File: config.mk
export PLATFORM = sky130hd
export DESIGN_NAME = muldiv_unit_flat
export DESIGN_NICKNAME = d
export VERILOG_FILES = /design/src/rtl/muldiv_unit_if.sv /design/src/rtl/muldiv_unit.sv /design/src/flat_wrapper.sv
export SDC_FILE = /design/constraint.sdc
export NUM_CORES = 1
export LEC_CHECK = 0
export CAP_MARGIN = 0
export CORE_MARGIN = 2
export CORE_UTILIZATION = 35
export DETAILED_ROUTE_END_ITERATION = 6
export DONT_BUFFER_PORTS = 1
export PLACE_DENSITY = 0.58
export SYNTH_ARGS = -nofsm -noshare
export SYNTH_HDL_FRONTEND = slang
export SYNTH_SLANG_ARGS = --single-unit
File: constraint.sdc
create_clock -name clock -period 5.9 [get_ports clock]
set_clock_uncertainty 0.05 [all_clocks]
set_input_delay 1.18 -clock clock [delete_from_list [all_inputs] [get_ports clock]]
set_output_delay 1.18 -clock clock [all_outputs]
set_load 0.02 [all_outputs]
File: src/rtl/muldiv_unit_if.sv
// SFR-side bus of the multiply/divide engine: operand/start handshake in,
// SFR write port and PSW flags out.
interface muldiv_unit_if;
  logic       start;
  logic       op;
  logic [7:0] a_in;
  logic [7:0] b_in;
  logic       busy;
  logic       wr_en;
  logic       wr_bit_en;
  logic [7:0] addr;
  logic [7:0] data_out;
  logic       done;
  logic       ov;
  logic       cy;

  modport master (
    output start, op, a_in, b_in,
    input  busy, wr_en, wr_bit_en, addr, data_out, done, ov, cy
  );

  modport slave (
    input  start, op, a_in, b_in,
    output busy, wr_en, wr_bit_en, addr, data_out, done, ov, cy
  );
endinterface

File: src/rtl/muldiv_unit.sv
// Bit-serial 8051 MUL AB / DIV AB engine. Eight compute cycles, then ACC and
// B are written back on consecutive cycles, then a one-cycle done with OV/CY.
module muldiv_unit #(
  parameter logic [7:0] SFR_ACC_ADDR = 8'hE0,
  parameter logic [7:0] SFR_B_ADDR   = 8'hF0
) (
  input  logic         clock,
  input  logic         reset,
  muldiv_unit_if.slave bus
);

  typedef enum logic [2:0] {IDLE, CALC, WB_ACC, WB_B, FIN} state_t;

  typedef struct packed {
    logic       op;
    logic [7:0] a;
    logic [7:0] b;
  } req_t;

  state_t      state;
  req_t        req;
  logic [2:0]  cnt;
  logic [15:0] prod;
  logic [7:0]  rem;
  logic [7:0]  quot;
  logic        ov_q;

  // One restoring-division step and one shift-add step, from latched operands.
  logic [8:0]  shifted;
  logic [8:0]  diff;
  logic        ge;
  logic [15:0] addend;

  assign shifted = {rem, req.a[3'd7 - cnt]};
  assign ge      = shifted >= {1'b0, req.b};
  assign diff    = shifted - {1'b0, req.b};
  assign addend  = req.b[cnt] ? ({8'h00, req.a} << cnt) : 16'h0000;

  // Sequencer and datapath; async reset aborts any operation in flight.
  always_ff @(posedge clock or posedge reset) begin
    if (reset) begin
      state <= IDLE;
      req   <= '0;
      cnt   <= '0;
      prod  <= '0;
      rem   <= '0;
      quot  <= '0;
      ov_q  <= 1'b0;
    end else begin
      case (state)
        IDLE: if (bus.start) begin
          req   <= '{op: bus.op, a: bus.a_in, b: bus.b_in};
          cnt   <= '0;
          prod  <= '0;
          rem   <= '0;
          quot  <= '0;
          // Divide by zero goes straight to FIN, so OV must already be set.
          ov_q  <= bus.op && (bus.b_in == 8'h00);
          state <= (bus.op && (bus.b_in == 8'h00)) ? FIN : CALC;
        end
        CALC: begin
          cnt <= cnt + 3'd1;
          if (req.op) begin
            // Remainder stays below the divisor, so 8 bits always suffice.
            rem  <= ge ? diff[7:0] : shifted[7:0];
            quot <= {quot[6:0], ge};
          end else begin
            prod <= prod + addend;
          end
          if (cnt == 3'd7) state <= WB_ACC;
        end
        WB_ACC: state <= WB_B;
        WB_B: begin
          ov_q  <= !req.op && (prod[15:8] != 8'h00);
          state <= FIN;
        end
        FIN:     state <= IDLE;
        default: state <= IDLE;
      endcase
    end
  end

  // Outputs decode registered state only.
  assign bus.busy      = (state != IDLE);
  assign bus.wr_en     = (state == WB_ACC) || (state == WB_B);
  assign bus.wr_bit_en = 1'b0;
  assign bus.addr      = (state == WB_ACC) ? SFR_ACC_ADDR :
                         (state == WB_B)   ? SFR_B_ADDR   : 8'h00;
  assign bus.data_out  = (state == WB_ACC) ? (req.op ? quot : prod[7:0]) :
                         (state == WB_B)   ? (req.op ? rem  : prod[15:8]) : 8'h00;
  assign bus.done      = (state == FIN);
  assign bus.ov        = ov_q;
  assign bus.cy        = 1'b0;

endmodule

File: src/flat_wrapper.sv
// flat-port wrapper written by rule: the top's interface ports become plain ports
module muldiv_unit_flat 
#(
  parameter logic [7:0] SFR_ACC_ADDR = 8'hE0,
  parameter logic [7:0] SFR_B_ADDR   = 8'hF0
)
  (clock, reset, bus_start, bus_op, bus_a_in, bus_b_in, bus_busy, bus_wr_en, bus_wr_bit_en, bus_addr, bus_data_out, bus_done, bus_ov, bus_cy);
  muldiv_unit_if bus_i ();
  input  logic clock;
  input  logic reset;
  input wire logic [$bits(bus_i.start)-1:0] bus_start;
  input wire logic [$bits(bus_i.op)-1:0] bus_op;
  input wire logic [$bits(bus_i.a_in)-1:0] bus_a_in;
  input wire logic [$bits(bus_i.b_in)-1:0] bus_b_in;
  output wire logic [$bits(bus_i.busy)-1:0] bus_busy;
  output wire logic [$bits(bus_i.wr_en)-1:0] bus_wr_en;
  output wire logic [$bits(bus_i.wr_bit_en)-1:0] bus_wr_bit_en;
  output wire logic [$bits(bus_i.addr)-1:0] bus_addr;
  output wire logic [$bits(bus_i.data_out)-1:0] bus_data_out;
  output wire logic [$bits(bus_i.done)-1:0] bus_done;
  output wire logic [$bits(bus_i.ov)-1:0] bus_ov;
  output wire logic [$bits(bus_i.cy)-1:0] bus_cy;
  assign bus_i.start = bus_start;
  assign bus_i.op = bus_op;
  assign bus_i.a_in = bus_a_in;
  assign bus_i.b_in = bus_b_in;
  assign bus_busy = bus_i.busy;
  assign bus_wr_en = bus_i.wr_en;
  assign bus_wr_bit_en = bus_i.wr_bit_en;
  assign bus_addr = bus_i.addr;
  assign bus_data_out = bus_i.data_out;
  assign bus_done = bus_i.done;
  assign bus_ov = bus_i.ov;
  assign bus_cy = bus_i.cy;
  muldiv_unit #(.SFR_ACC_ADDR(SFR_ACC_ADDR), .SFR_B_ADDR(SFR_B_ADDR)) u_core (.clock(clock), .reset(reset), .bus(bus_i));
endmodule
# After elaboration in Yosys (flattened, before gate mapping)
# Cells that the tools add are included.
# totals
input_bits	20
wordCells	70
output_inout_bits	22
register_bits	56
# classes
n_reduce_logical	16
n_eq_ne	9
shift	1
mux	28
n_addsub	4
order_cmp	3
# op_table
operator	n
8-bit 2-to-1 mux	10
16-bit 2-to-1 mux	3
16-bit case mux with 2 select lines	1
8-bit case mux with 2 select lines	2
16-bit adder	1
8-bit by 3-bit left shift with 16-bit output	1
3-bit 2-to-1 mux	4
3-bit case mux with 4 select lines	1
9-bit by 8-bit >= comparator with 1-bit output	1
8-bit logical NOT	1
3-bit by 4-bit < comparator with 1-bit output (second input constant)	2
2-bit AND reduction	4
8-bit nonzero test	1
8-bit subtractor	1
1-bit binary-select mux with 3-bit select	2
3-bit by 2-bit equality test with 1-bit output (second input constant)	2
3-bit equality test (second input constant)	2
3-bit case mux with 2 select lines	1
3-bit AND reduction	2
2-bit by 1-bit != test with 1-bit output (second input constant)	2
2-bit != test (second input constant)	2
2-bit nonzero test	2
3-bit by 1-bit adder with 3-bit output (second input constant)	1
3-bit by 1-bit equality test with 1-bit output (second input constant)	1
8 further kinds	11

# Depth between registers and ports, before layout
# depth
ltp_word	7
depth_mapped	14
mapped_depth_nobuf	13

# Least setup slack after synthesis
# No wires, ideal clock.
# synth_timing
kind	reg-to-reg
from	reg u_core.cnt[0]
to	reg u_core.prod[10]
required_time_ps	5727
path_slack_ps	2846
t_arrival_ps	2881
path_stages_with_launch	13
synth_period_minus_slack_ps	3054
setup_time_ps	123
n_path_buf	2
path_cell_list	dfrtp_1 -> mux4_2 -> nand2b_1 -> and2_1 -> clkbuf_1 -> nor2_1 -> ha_1 -> buf_2 -> a21oi_1 -> or4b_4 -> a21boi_4 -> xor2_1 -> o21ai_1
# synth_between
elab_chain_cells	6
word_cells_on_any_way	7
classes_between	add/sub (1); shift (1); mux (5)
# synth_lines
element	line	rtl
start: declaration	muldiv_unit.sv:22	logic [2:0] cnt;
start signal: assignment	muldiv_unit.sv:62	cnt <= cnt + 3'd1;
1-bit binary-select mux with 3-bit select	muldiv_unit.sv:37	assign addend = req.b[cnt] ? ({8'h00, req.a} << cnt) : 16'h0000;
1-bit 2-to-1 mux (implied by the code)	muldiv_unit.sv:37	
16-bit 2-to-1 mux *	muldiv_unit.sv:37	
16-bit adder *	muldiv_unit.sv:68	prod <= prod + addend;
16-bit 2-to-1 mux *	muldiv_unit.sv:63	if (req.op) begin
16-bit case mux with 2 select lines *	muldiv_unit.sv:50	case (state)
end signal: assignment	muldiv_unit.sv:68	
end: declaration	muldiv_unit.sv:23	logic [15:0] prod;
# Mark *: on every way between the ends. The rest lies on a longest branch, timed or not. The select of a mux whose other input is x is not followed.
# A chain may end at the register's enable or synchronous reset.

# Worst setup path after layout
# layout_timing
from	reg u_core.cnt[0]
to	reg u_core.prod[14]
# Same word-level chain as after synthesis.

==> summary.md <==
| Metric | Value |
|---|---|
| Outcome | `complete, no violations` |
| Worst hold slack | `approximately 0.46 ns` |
| Number of synthesized flops with an enable pin | `0` |
| Initial antenna violation count | `0` |
| # IOs | `42` |
| Drt wl/cell | `17.1 um` |
| Layout net count | `500` |
| Max-cap violations | `0` |
| Post-synth top flop | `dfrtp_1` |
| Final setup fails | `0` |
| Area of the die | `about 13,000 sq um` |
| Crit path DAT | `~3.8 ns` |
| Fmax | `~0.28 GHz` |
| Synth async-reset ratio | `100%` |
| RSZ-0062 raised after global routing | `false` |
| Syn avg cell area | `8.73 sq um` |
| Fin cells | `597` |
| Pre-CTS WS | `roughly 2.3 ns` |
| Clk root buf | `clkbuf_16` |
| Worst-Skew Late Latency | `~0.30 ns` |
| DR iter-0 viols | `around 170` |
| Gpl congestion | `around 0.97` |
| Clock Sinks | `56` |
| Initial Utilization | `36.0%` |
| CTS clk-pin slew, worst paths | `about 0.07 ns` |
| Largest net degree at the start of global routing | `57` |
| Lkg Pwr | `a little under 2 nW` |
| Post-Synthesis Cells | `473` |
| Fill cells | `1,155` |
| Die outline height | `around 110 um` |
| Grt ovf | `0` |
| Post-route ant nets | `0` |
| Tmin final | `between 3 and 4 ns` |
| Number of CTS-inserted buffers | `5` |
| CTS Hold Buffers Added | `0` |
| Synthesized cell area | `between 4000 and 5000 sq um` |
| GRT Total Usage | `between 10% and 20%` |
| TritonCTS clock tree | `yes` |
| Vias in the first global route | `around 3,100` |
| Wire length after detailed routing | `10,200 um` |
| Initial DRT Pass Iterations | `4` |
| Via count | `around 3,300` |
| Commonest non-fill, non-tap cell in the layout | `nand2_1` |
| CTS max path bufs | `2` |
| First-pass GRT wire length | `about 17,000 um` |
| Worst Slack Setup Final | `~2.3 ns` |
| Critical path endpoint category | `register` |
| Area Overhead vs Synth | `5.42%` |
| Worst slew margin | `a little over a third` |
| VDD IR-drop max | `roughly 0.00023 V` |
| Layout cells sized above 1 | `7.49%` |
| Std cell rows | `39` |
| DPL Wire Length | `between 7000 and 8000 um` |
| Period utilization | `between 60% and 70%` |
| Synth top area share | `around a third` |
| DRC | `0` |
| Die span in x | `roughly 110 um` |
| Crit path kind | `reg2reg` |
| Seq/Total Area, Yosys | `33.9%` |
| Post-synth cell types | `between 50 and 60` |
| Commonest non-fill, non-tap cells in the layout | `nand2_1, dfrtp_1, nor2_1` |
| Yosys reg bits | `56` |
| Yosys warns | `0` |
| Top cell type by total area after synthesis | `dfrtp_1` |
| PortBufs | `0` |
| Setup TNS | `0 ns` |
| Synth area leaders | `dfrtp_1, ha_1, nand2_1` |
| Pin slew with the least headroom to its limit | `0.949 ns` |
| Setup Fix Bufs, Post-CTS | `0` |
| Total core area | `11,500 sq um` |
| H-Tree Depth | `2` |
| Critical path peak fanout | `22` |
| Ant. Diodes | `0` |
| Vias per cell | `between 5 and 6` |
| Final hold vios | `0` |
| Final core utilization | `roughly 38%` |
| Worst EP required | `6.08 ns` |
| Power per cell area | `593 nW/um^2` |
| Slew Viols, Final | `0` |
| Hold WC Path Type | `reg2reg` |
| Post-cts resize count | `0` |
| Inst Count DP | `589` |
| Startpoint Class | `register` |
==> registers in the layout (all words and copies together) (netlist names) <==
signal,cells
u_core.state,3
u_core.prod,16
u_core.rem,8
u_core.req,17
u_core.quot,8
u_core.bus.ov,1
u_core.cnt,3
==> per-layer routing <==
layer	track usage [%]	part of all wire, %
met1	24.4	50
met2	26.1	45
met3	2.48	3.8
met4	5.04	1.7
met5	0	0
==> final timing paths <==
kind | from | endpoint | slack (ns) | cells after the start
max | u_core.cnt[0]$_DFFE_PP0P_ | u_core.prod[14]$_DFFE_PP0P_ | 2.26 | 11
min | u_core.req[10]$_DFFE_PP0P_ | u_core.req[10]$_DFFE_PP0P_ | 0.46 | 2
max reg2reg | u_core.cnt[0]$_DFFE_PP0P_ | u_core.prod[14]$_DFFE_PP0P_ | 2.26 | 11
min reg2reg | u_core.req[10]$_DFFE_PP0P_ | u_core.req[10]$_DFFE_PP0P_ | 0.46 | 2
max in group asynchronous | reset | u_core.prod[12]$_DFFE_PP0P_ | 4.41 | 2
min in group asynchronous | reset | u_core.req[5]$_DFFE_PP0P_ | 0.92 | 2
==> report_power, final <==
part	switching, W	internal, W
Sequential	0.000242	0.000533
Clock	0.000138	0.000213
Combinational	0.000832	0.000625
==> through the flow <==
| step | instance area, sq um | power, W |
|---|---|---|
| after floorplan | 4150 | 0.00192 |
| after detailed placement | 4180 | 0.00223 |
| after global routing | 4350 | 0.00282 |
| after CTS | 4350 | 0.00260 |
| after global placement | 4180 | 0.00221 |
| final | 4350 | 0.00258 |
==> cells in the mapped netlist (all sizes together), types with 14 or more instances <==
cell    instances
dfrtp          56
ha             25
and2           14
a21oi          29
nand2          67
nand3          19
clkbuf         15
mux2i          17
o21ai          36
buf            20
nor2           38
inv            20
==> worst max-delay path, cell delays in order (launching register included) <==
cell	delay, ns
dfrtp_1	0.80
mux4_2	0.58
nand2_1	0.15
and2_1	0.27
a211oi_1	0.09
ha_1	0.45
o21a_1	0.14
o211ai_1	0.11
a21oi_1	0.26
a21boi_4	0.10
or4_1	0.47
nand4_1	0.09
==> layout make-up <==
cell class / count / area [sq um] / area share (%)
multi-input cells: 367 / 2500 / 57.4
flip-flops and latches: 56 / 1400 / 32.2
well taps: 143 / 179 / 4.11
clock buffers: 6 / 139 / 3.19
inverters: 20 / 75.1 / 1.72
clock inverters: 2 / 38.8 / 0.891
repair buffers: 3 / 22.5 / 0.517
==> logic make-up after synthesis <==
family | after synthesis | synth area share [%]
flops | 56 | 33.9
mux | 30 | 10.4
simple gates | 173 | 19.6
xor+xnor | 14 | 2.97
fa+ha+maj | 27 | 8.55
compound gates | 117 | 18.4
other cells | 1 | 0.0908
buf+inv | 55 | 6.09
Note: power is estimated with default switching activity, not from simulation.
